File: config.mk
export PLATFORM = sky130hd
export DESIGN_NAME = window_raster_scanner
export DESIGN_NICKNAME = d
export VERILOG_FILES = /design/src/rtl/window_raster_scanner.sv
export SDC_FILE = /design/constraint.sdc
export NUM_CORES = 1
export LEC_CHECK = 0
export BUFFER_PORTS_ARGS = -buffer_cell sky130_fd_sc_hd__buf_4
export CAP_MARGIN = 30
export CORE_ASPECT_RATIO = 1.25
export CORE_UTILIZATION = 55
export CTS_BUF_LIST = sky130_fd_sc_hd__clkbuf_2
export DETAILED_ROUTE_END_ITERATION = 12
export GPL_TIMING_DRIVEN = 1
export PLACE_DENSITY_LB_ADDON = 0.12
export RECOVER_POWER = 100
export SLEW_MARGIN = 0
export SYNTH_ARGS = -nofsm -noshare
export SYNTH_HDL_FRONTEND = slang
export SYNTH_SLANG_ARGS = --single-unit
File: constraint.sdc
create_clock -name clk -period 7.7 [get_ports clk]
set_input_delay 0.385 -clock clk [delete_from_list [all_inputs] [get_ports clk]]
set_output_delay 0.385 -clock clk [all_outputs]
set_load 0.005 [all_outputs]
File: src/rtl/window_raster_scanner.sv
// Window raster scanner: walks window centres over a frame and
// streams every clamped kernel tap with its linear pixel address.
module window_raster_scanner #(
  parameter int COORD_W = 8,
  parameter int LIN_W   = 16,
  parameter int IMG_W   = 240,
  parameter int IMG_H   = 180,
  parameter int X_START = 1,
  parameter int Y_START = 1,
  parameter int X_STEP  = 3,
  parameter int Y_STEP  = 3,
  parameter int KERNEL  = 3
) (
  input  logic               clk,
  input  logic               reset,
  input  logic               start,
  input  logic               abort,
  input  logic               serpentine,
  output logic               out_valid,
  input  logic               out_ready,
  output logic [COORD_W-1:0] x_out,
  output logic [COORD_W-1:0] y_out,
  output logic [LIN_W-1:0]   lin_addr,
  output logic [COORD_W-1:0] centre_x,
  output logic [COORD_W-1:0] centre_y,
  output logic               win_first,
  output logic               win_last,
  output logic               busy,
  output logic               frame_done
);

  localparam int R    = (KERNEL - 1) / 2;
  localparam int XMAX = X_START
    + ((IMG_W - 1 - X_START) / X_STEP) * X_STEP;
  localparam int YMAX = Y_START
    + ((IMG_H - 1 - Y_START) / Y_STEP) * Y_STEP;
  localparam int TW   = 3;
  localparam int SW   = COORD_W + 2;

  localparam logic [COORD_W-1:0] XS   = COORD_W'(X_START);
  localparam logic [COORD_W-1:0] YS   = COORD_W'(Y_START);
  localparam logic [COORD_W-1:0] XM   = COORD_W'(XMAX);
  localparam logic [COORD_W-1:0] YM   = COORD_W'(YMAX);
  localparam logic [COORD_W-1:0] XSTP = COORD_W'(X_STEP);
  localparam logic [COORD_W-1:0] YSTP = COORD_W'(Y_STEP);
  localparam logic [COORD_W-1:0] XHI  = COORD_W'(IMG_W - 1);
  localparam logic [COORD_W-1:0] YHI  = COORD_W'(IMG_H - 1);
  localparam logic [TW-1:0]      TMAX = TW'(KERNEL - 1);
  localparam logic signed [SW-1:0] RS = SW'(R);

  typedef enum logic [1:0] {
    IDLE,
    SCAN,
    DONE
  } state_t;

  state_t state_q, state_d;

  logic [COORD_W-1:0] cx_q, cx_d;
  logic [COORD_W-1:0] cy_q, cy_d;
  logic [TW-1:0]      tx_q, tx_d;
  logic [TW-1:0]      ty_q, ty_d;
  logic               serp_q, serp_d;
  logic               odd_q, odd_d;
  logic               valid_q, valid_d;
  logic               done_q, done_d;
  logic [COORD_W-1:0] x_q, x_d;
  logic [COORD_W-1:0] y_q, y_d;
  logic [LIN_W-1:0]   lin_q, lin_d;
  logic               first_q, first_d;
  logic               last_q, last_d;
  logic               load;

  logic fire;
  logic leftward;
  logic row_end;
  logic last_win;

  function automatic logic [COORD_W-1:0] clampc(
    input logic [COORD_W-1:0] c,
    input logic [TW-1:0]      t,
    input logic [COORD_W-1:0] hi
  );
    logic signed [SW-1:0] v;
    v = $signed({2'b00, c})
      + $signed({{(SW-TW){1'b0}}, t}) - RS;
    if (v < 0) begin
      clampc = '0;
    end else if (v > $signed({2'b00, hi})) begin
      clampc = hi;
    end else begin
      clampc = v[COORD_W-1:0];
    end
  endfunction

  assign fire     = valid_q && out_ready;
  assign leftward = serp_q && odd_q;
  assign row_end  = leftward ? (cx_q == XS)
                             : (cx_q == XM);
  assign last_win = (cy_q == YM) && row_end;

  // Next-state: tap walk, centre advance and frame control
  always_comb begin
    state_d = state_q;
    cx_d    = cx_q;
    cy_d    = cy_q;
    tx_d    = tx_q;
    ty_d    = ty_q;
    serp_d  = serp_q;
    odd_d   = odd_q;
    valid_d = valid_q;
    done_d  = 1'b0;
    load    = 1'b0;
    unique case (state_q)
      IDLE: begin
        if (start) begin
          state_d = SCAN;
          cx_d    = XS;
          cy_d    = YS;
          tx_d    = '0;
          ty_d    = '0;
          serp_d  = serpentine;
          odd_d   = 1'b0;
          valid_d = 1'b1;
          load    = 1'b1;
        end
      end
      SCAN: begin
        if (abort) begin
          state_d = IDLE;
          valid_d = 1'b0;
        end else if (fire) begin
          load = 1'b1;
          if (tx_q != TMAX) begin
            tx_d = tx_q + 1'b1;
          end else if (ty_q != TMAX) begin
            tx_d = '0;
            ty_d = ty_q + 1'b1;
          end else if (last_win) begin
            state_d = DONE;
            valid_d = 1'b0;
            done_d  = 1'b1;
            load    = 1'b0;
          end else begin
            tx_d = '0;
            ty_d = '0;
            if (row_end) begin
              cy_d  = cy_q + YSTP;
              odd_d = !odd_q;
              cx_d  = (serp_q && !odd_q) ? XM : XS;
            end else if (leftward) begin
              cx_d = cx_q - XSTP;
            end else begin
              cx_d = cx_q + XSTP;
            end
          end
        end
      end
      DONE: begin
        state_d = IDLE;
      end
      default: begin
        state_d = IDLE;
      end
    endcase
    x_d     = clampc(cx_d, tx_d, XHI);
    y_d     = clampc(cy_d, ty_d, YHI);
    lin_d   = LIN_W'(int'(y_d) * IMG_W + int'(x_d));
    first_d = (tx_d == '0) && (ty_d == '0);
    last_d  = (tx_d == TMAX) && (ty_d == TMAX);
  end

  // State, scan position and registered tap outputs
  always_ff @(posedge clk) begin
    if (reset) begin
      state_q <= IDLE;
      cx_q    <= '0;
      cy_q    <= '0;
      tx_q    <= '0;
      ty_q    <= '0;
      serp_q  <= 1'b0;
      odd_q   <= 1'b0;
      valid_q <= 1'b0;
      done_q  <= 1'b0;
      x_q     <= '0;
      y_q     <= '0;
      lin_q   <= '0;
      first_q <= 1'b0;
      last_q  <= 1'b0;
    end else begin
      state_q <= state_d;
      cx_q    <= cx_d;
      cy_q    <= cy_d;
      tx_q    <= tx_d;
      ty_q    <= ty_d;
      serp_q  <= serp_d;
      odd_q   <= odd_d;
      valid_q <= valid_d;
      done_q  <= done_d;
      if (load) begin
        x_q     <= x_d;
        y_q     <= y_d;
        lin_q   <= lin_d;
        first_q <= first_d;
        last_q  <= last_d;
      end
    end
  end

  assign out_valid  = valid_q;
  assign x_out      = x_q;
  assign y_out      = y_q;
  assign lin_addr   = lin_q;
  assign centre_x   = cx_q;
  assign centre_y   = cy_q;
  assign win_first  = first_q;
  assign win_last   = last_q;
  assign busy       = (state_q != IDLE);
  assign frame_done = done_q;

endmodule
==> results of run 1 <==
==> what timing repair did <==
item                                    4_1_cts  5_1_grt
setup buffers                                 0        3
endpoints found under the hold margin         0        0
endpoints found under the setup margin        2        7
hold buffers                                  0        0
pin swaps                                     1       11
resized for setup                             1       30
==> per-stage QoR <==
step / area [um^2] / TNS, ns / utilization, % / hold WS (ns) / std cells
floorplan: 4803 / 0 / - / 0.4495 / 581
global placement: 5386 / 0 / 64.64 / 0.4536 / 732
detailed placement: 5386 / -0.01191 / 64.64 / 0.4595 / 732
CTS: 5522 / 0 / 66.26 / 0.09944 / 748
global route: 5702 / -0.1534 / 68.42 / 0.09091 / 751
finish: 5702 / 0 / 68.42 / 0.1301 / 751
==> cells by family (layout without fill, tap and decap cells) <==
logic type	after synthesis	count (layout)	synth area share [%]
AO/OA/AOI/OAI	153	153	22.01
XOR/XNOR	31	31	5.653
adder cells (fa/ha/maj)	72	72	21.10
buffers and inverters	88	161	7.450
flip-flops	58	58	24.17
multiplexers	4	4	0.8596
AND/OR/NAND/NOR	175	175	18.75
==> layout make-up <==
class | count | area (um^2) | share of cell area, %
Multi-Input combinational cell | 435 | 3453 | 60.57
Inverter | 67 | 254.0 | 4.455
Sequential cell | 58 | 1164 | 20.41
Timing Repair Buffer | 78 | 578.1 | 10.14
Clock inverter | 6 | 81.33 | 1.426
Tap cell | 97 | 121.4 | 2.129
Clock buffer | 10 | 50.05 | 0.8778
==> worst paths after layout <==
check,cells past startpoint,from,to,slack [ns]
setup / recovery,35,serp_q,lin_addr[15],0.35
hold / removal,3,serpentine,serp_q,0.13
setup reg to reg,35,serp_q,lin_addr[15],0.35
hold reg to reg,1,x_out[4],x_out[4],0.49
==> layout by cell type, fill, tap and decap left out, drive strengths merged, types with 11 or more instances in the layout <==
master   n
nor2    58
o21ai   29
dfxtp   58
nand3   11
nand2   38
clkbuf  63
fa      15
o21a    11
inv     67
ha      57
a21o    11
buf     25
a22o    11
xnor2   21
a21oi   38
==> worst register-to-register path, delay by kind of cell, from the launching register on <==
family                     cells  cell delay, ns
and+or+nand+nor               11            2.08
xor gates and xnor gates       2            0.33
buffers and inverters          5            0.53
AOI/OAI and AO/OA             10            1.58
adders and majority gates      7            2.41
DFF                            1            0.38
==> state kept, by name, summed over array words and instances, names as in the netlist, 2 cells and up <==
signal and count:
centre_y 8, y_out 8, ty_q 3, tx_q 3, centre_x 8, lin_addr 12, state_q 2, x_out 8
==> metal layers <==
layer | share of wire, % | GRT usage [%]
met5 | 0 | 0
met4 | 1.2 | 8.333
met3 | 3.5 | 4.736
met2 | 53 | 44.17
met1 | 42 | 29.29
==> power groups by stage <==
stage	Combinational, W	Sequential [W]	Clock (W)
after floorplan	0.000537	0.000358	0
after global placement	0.000761	0.000358	0
after detailed placement	0.000768	0.000359	0
after CTS	0.000775	0.000352	0.000232
after global routing	0.000944	0.000355	0.000244
final	0.000861	0.000352	0.000226
==> impl_summary.txt, run 1 <==
----------------------------------------------------
[Worst setup path]
  Largest fanout of any net on the critical path ... 9
  Kind of end point of the critical path ... flip-flop
  Startpoint type of the worst setup path ... flip-flop
  Highest cell delay on the worst timing path ... around 0.52 ns
  Slowest stage cell, crit path ... fa_1
  Family of cells with the greatest summed delay on the critical path ... adder cells
  Critical path type ... flip-flop to flip-flop
  Combined buffer and inverter count along the critical path ... 5
  Worst path required time ... 8.12 ns
  Arr. time, crit path ... approximately 7.8 ns

[Floorplan]
  Site row count ... 37
  Die boundary height ... 106.5 um
  Effective utilization at floorplan ... ~58%
  Die Wd ... about 86 um
  Placeable Area ... around 8300 um^2
  Ports ... 59
  Area of the die ... 9114 um^2

[Finish]
  Number of diodes added for antenna fixing ... 0
  Share of final-layout standard cells stronger than drive strength 1 ... between 20 and 25%
  Filler cell count ... between 600 and 700
  Synth-to-layout area growth ... 18.70%
  Final-stage net count ... just over 700

[Timing]
  Worst clock skew on the final layout ... approximately 0.036 ns
  Crit share post-route ... between 90% and 100%
  Tightest Pin Transition ... 1.038 ns
  Highest clock rate ... roughly 0.14 GHz
  Final setup viols ... 0
  Final-report hold violation count ... 0
  Worst Slack Setup Final ... roughly 0.35 ns
  Final Critical Period ... 7.350 ns
  Worst rel slew slack ... 30.66%
  Final count of pins violating max slew ... 0

[Global route]
  Global routing usage summed across all routing layers ... between 20% and 30%
  Total congestion overflow ... 0
  Pin count of the biggest net entering global routing ... 36
  Vias in the first global route ... 4005
  Antenna violations before repair ... 0
  First-pass GRT wire length ... 17860 um

[Yosys]
  Area share of the largest cell type after synthesis ... approximately a quarter
  Largest cells by area after synthesis ... dfxtp_1, ha_1, fa_1
  Leading area contributor after synthesis ... dfxtp_1
  Post-Syn Instances ... 581
  Synthesized netlist net count ... between 600 and 700
  Post-synthesis instance area ... just under 5000 um^2
  Most used flip-flop cell after synthesis ... dfxtp_1
  Most used standard cell by instance count after synthesis ... inv_1
  Commonest cells in the synthesized netlist ... inv_1, dfxtp_1, nor2_1
  Number of warnings printed during yosys synthesis ... 0
  Proportion of synthesized chip area in sequential cells ... around 24%
  Average cell area after synthesis ... 8.267 um^2
  Flops & latches, synth ... a little under 60
  Number of flops mapped to enable cells by yosys ... 0
  Async SR Flop Fraction ... 0%
  Post-synth cell types ... about 70

[Routing]
  Overall via count from detail_route ... approximately 4.3k
  Initial detailed-routing violation count ... about 190
  Number of search-and-repair iterations in the first detailed-routing pass ... 4
  Post-detailed-routing wire length ... ~11000 um
  Ratio of routed vias to standard cells ... around 5.7
  DRT antenna net count ... 0
  DRC violation count after routing ... 0
  Per-cell routed wire length ... roughly 15 um

[Placed design]
  Final weighted congestion in routability-driven placement ... about 0.90
  # port buffers ... between 50 and 60
  Pre-CTS WS ... -0.01191 ns
  Hpwl dp ... about 8500 um

[Clock tree]
  Clock latency on the worst-skew pair ... about 0.50 ns
  CTS tree ... done
  CTS H-tree depth ... 3
  Maximum count of clock buffers along a single path ... 2
  CTS Sinks ... 58
  Clock slew at the register clock pins of the worst setup and hold paths ... roughly 0.19 ns
  Root Driver ... clkbuf_2
  TritonCTS Buffers ... 9

[Power]
  Portion of total power attributed to the clock network ... ~16%
  Sw Ratio ... about 41%
  Internal power summed over all cells ... 0.0008533 W
  Seq pwr share ... about a quarter
  Total power draw ... between 0.001 and 0.0015 W
  Leakage dissipation ... between 2 and 3 nW
  PD cells ... about 250 nW/um^2
  Combinational share of power ... roughly three fifths
  Switching power summed over all nets ... around 0.00059 W
  IR Drop Worst-Case VDD ... 0.0003225 V

[Run status]
  Status ... finished clean

[Hold path]
  Min-Delay Path Class ... input port to flip-flop

[Flow run]
  Number of violations of the max-capacitance limit ... 0

----------------------------------------------------
(Power assumes the default switching activity.)
==> run 2, diff against run 1 <==
--- a/config.mk
+++ b/config.mk
@@ -13,7 +13,8 @@
 export DETAILED_ROUTE_END_ITERATION = 12
 export GPL_TIMING_DRIVEN = 1
 export PLACE_DENSITY_LB_ADDON = 0.12
-export RECOVER_POWER = 100
+export RECOVER_POWER = 25
+export REMOVE_ABC_BUFFERS = 1
 export SLEW_MARGIN = 0
 export SYNTH_ARGS = -nofsm -noshare
 export SYNTH_HDL_FRONTEND = slang
==> run 2 against run 1 <==
Against the previous run:
- power decreased by 6.4%
- sequential power about the same
- cell count fell by 0.13%
- via count is 1.5% higher
- register-to-register slack better by 0.06 ns
- combinational power down 7.9%
- critical path depth is 1 lower
- global-route usage increased by 0.71 points
- utilization decreased by 0.59 points
- sequential share of layout area increased by 0.22 points
- wire length is 2.6% higher
- final area decreased by 0.86%
==> impl_summary.txt, run 2 (synthesized netlist as in run 1, its figures left out) <==
----------------------------------------------------
[Global route]
  Total congestion overflow ... 0 (unchanged)
  First-pass GRT wire length ... 18420 um (+3.2%)
  Global routing usage summed across all routing layers ... 25.40% (+0.71 points)
  Vias in the first global route ... 4173 (+4.2%)
  Antenna violations before repair ... 1 (+1)
  Pin count of the biggest net entering global routing ... 36 (unchanged)

[Clock tree]
  Root Driver ... clkbuf_2
  Clock latency on the worst-skew pair ... 0.52 ns (+0.02 ns)
  CTS tree ... done
  Hold-fix buffers at CTS ... 0 (unchanged)
  CTS Sinks ... 58 (unchanged)
  Maximum count of clock buffers along a single path ... 2 (unchanged)
  TritonCTS Buffers ... 9 (unchanged)
  CTS H-tree depth ... 3 (unchanged)
  Clock slew at the register clock pins of the worst setup and hold paths ... 0.20 ns (about the same)

[Worst setup path]
  Slowest stage cell, crit path ... fa_1
  Worst path required time ... 8.17 ns (+0.05 ns)
  Critical path type ... flip-flop to flip-flop
  Kind of end point of the critical path ... flip-flop
  Cell seen most often among critical-path stages ... ha_1
  Depth of the most critical reg-to-reg path ... 34 (-2.9%)
  Startpoint type of the worst setup path ... flip-flop
  Reg2Reg Capture Point ... lin_addr[15]
  Largest fanout of any net on the critical path ... 9 (unchanged)
  Startpoint of the most critical register-to-register path ... serp_q
  Arr. time, crit path ... 7.76 ns (about the same)
  Highest cell delay on the worst timing path ... 0.51 ns (about the same)
  Capturing instance or port of the critical path ... lin_addr[15]
  Crit path launch ... serp_q
  Reg-to-reg setup timing slack ... 0.41 ns (+0.06 ns)

[Floorplan]
  Ports ... 59 (unchanged)
  Placeable Area ... 8333 um^2 (unchanged)
  Effective utilization at floorplan ... 57.64% (unchanged)
  Die boundary height ... 106.5 um (unchanged)
  Site row count ... 37 (unchanged)
  Die Wd ... 85.59 um (unchanged)
  Area of the die ... 9114 um^2 (unchanged)

[Timing]
  Smallest hold slack ... 0.1104 ns (-0.01962 ns)
  Worst clock skew on the final layout ... 0.03193 ns (-0.003959 ns)
  Final setup viols ... 0 (unchanged)
  Final count of pins violating max slew ... 0 (unchanged)
  Setup TNS ... 0 ns (unchanged)
  Worst rel slew slack ... 38.09% (+7.4 points)
  Final-report hold violation count ... 0 (unchanged)
  Final Critical Period ... 7.293 ns (-0.05652 ns)
  Highest clock rate ... 0.1371 GHz (+0.77%)
  Tightest Pin Transition ... 0.9267 ns (-0.1113 ns)
  Crit share post-route ... 94.72% (-0.73 points)

[Power]
  Total power draw ... 0.001347 W (-6.4%)
  IR Drop Worst-Case VDD ... 0.0002425 V (-25%)
  PD cells ... 238.3 nW/um^2 (-5.6%)
  Leakage dissipation ... 2.581 nW (-0.77%)

[Hold path]
  Min-Delay Path Class ... input port to flip-flop

[Placed design]
  Hpwl dp ... 8615 um (+1.5%)
  Final weighted congestion in routability-driven placement ... 0.8961 (-0.47%)
  Placement Cell Area ... 5349 um^2 (-0.70%)
  # port buffers ... 58 (unchanged)
  Cell count after placement ... 727 (-0.68%)

[Finish]
  Final-stage net count ... 725 (-0.28%)
  Share of final-layout standard cells stronger than drive strength 1 ... 19.94% (-0.092 points)
  Most common cell after layout, fill and taps aside ... inv_1
  Post-route cell area ... 5653 um^2 (-0.86%)
  Synth-to-layout area growth ... 17.69%
  Flip-flop count of the largest register, all copies and words added ... 12 (unchanged)
  Commonest cells after routing, fill and taps aside ... inv_1, nor2_1, dfxtp_1
  Post-layout instance count excluding filler cells ... 750 (-0.13%)

[Routing]
  Ratio of routed vias to standard cells ... 5.840 (+1.6%)
  DRT antenna net count ... 0 (unchanged)
  DRC violation count after routing ... 0 (unchanged)
  Number of search-and-repair iterations in the first detailed-routing pass ... 5 (+1)
  Post-detailed-routing wire length ... 11370 um (+2.6%)
  Overall via count from detail_route ... 4380 (+1.5%)
  Initial detailed-routing violation count ... 265 (+39%)
  Per-cell routed wire length ... 15.16 um (+2.8%)

[Flow run]
  Number of violations of the max-capacitance limit ... 0 (unchanged)

[Run status]
  Status ... finished clean

----------------------------------------------------
==> run 2: report_power, final <==
part | internal [W] | switching [W] | total [W] | leakage (nW)
combinational | 0.000369 | 0.000423 | 0.000793 | 2.04
sequential | 0.000332 | 0.0000195 | 0.000352 | 0.475
clock | 0.0000765 | 0.000127 | 0.000203 | 0.0681
total | 0.000778 | 0.000569 | 0.00135 | 2.58
==> run 2: how the worst min path moves through the flow <==
| stage | start | endpoint | slack [ns] | cells past startpoint |
|---|---|---|---|---|
| 5_1_grt | serpentine | serp_q | 0.08 | 3 |
| 3_3_place_gp | x_out[7] | x_out[7] | 0.45 | 2 |
| 3_5_place_dp | lin_addr[8] | lin_addr[8] | 0.47 | 1 |
| 6_report | serpentine | serp_q | 0.11 | 3 |
| 2_1_floorplan | win_last | win_last | 0.45 | 2 |
| 4_1_cts | serpentine | serp_q | 0.1 | 3 |
==> run 2: worst max-delay path, delay by kind of cell (launching register included) <==
family / cells / cell delay [ns]
AOI/OAI and AO/OA: 10 / 1.62
xor gates and xnor gates: 2 / 0.49
adders and majority gates: 7 / 2.47
buffers and inverters: 3 / 0.16
DFF: 1 / 0.39
and+or+nand+nor: 12 / 2.11
==> run 2: stage by stage <==
stage | setup slack, ns | util [%]
finish | 0.4069 | 67.84
global route | -0.1544 | 67.84
CTS | 0.03916 | 65.71
detailed placement | -0.05960 | 64.19
global placement | 0.1913 | 64.19
floorplan | 0.3567 | -
==> run 2: cell type report <==
cell class,count,area [um^2]
multi-input combinational,436,3432
fill,685,2680
sequential,58,1166
timing repair buffer,75,559.3
inverter,67,254.0
tap,97,121.4
clock inverter,6,67.56
clock buffer,10,50.05
antenna,1,2.502
==> run 2: routing by layer <==
metal / vias to the layer above / wire [um] / global-route usage (%)
met4: 0 / 256 / 10.12
met2: 104 / 6012 / 46.06
met3: 25 / 346 / 4.425
met1: 2098 / 4757 / 29.25
li1: 2153 / - / -
met5: - / 0 / 0
==> run 2: repair_timing <==
item	in CTS	in global routing
pin swaps	1	10
setup endpoints to repair	1	8
buffers inserted	0	5
endpoints found under the hold margin	0	0
resized for setup	2	26
gates cloned	0	1
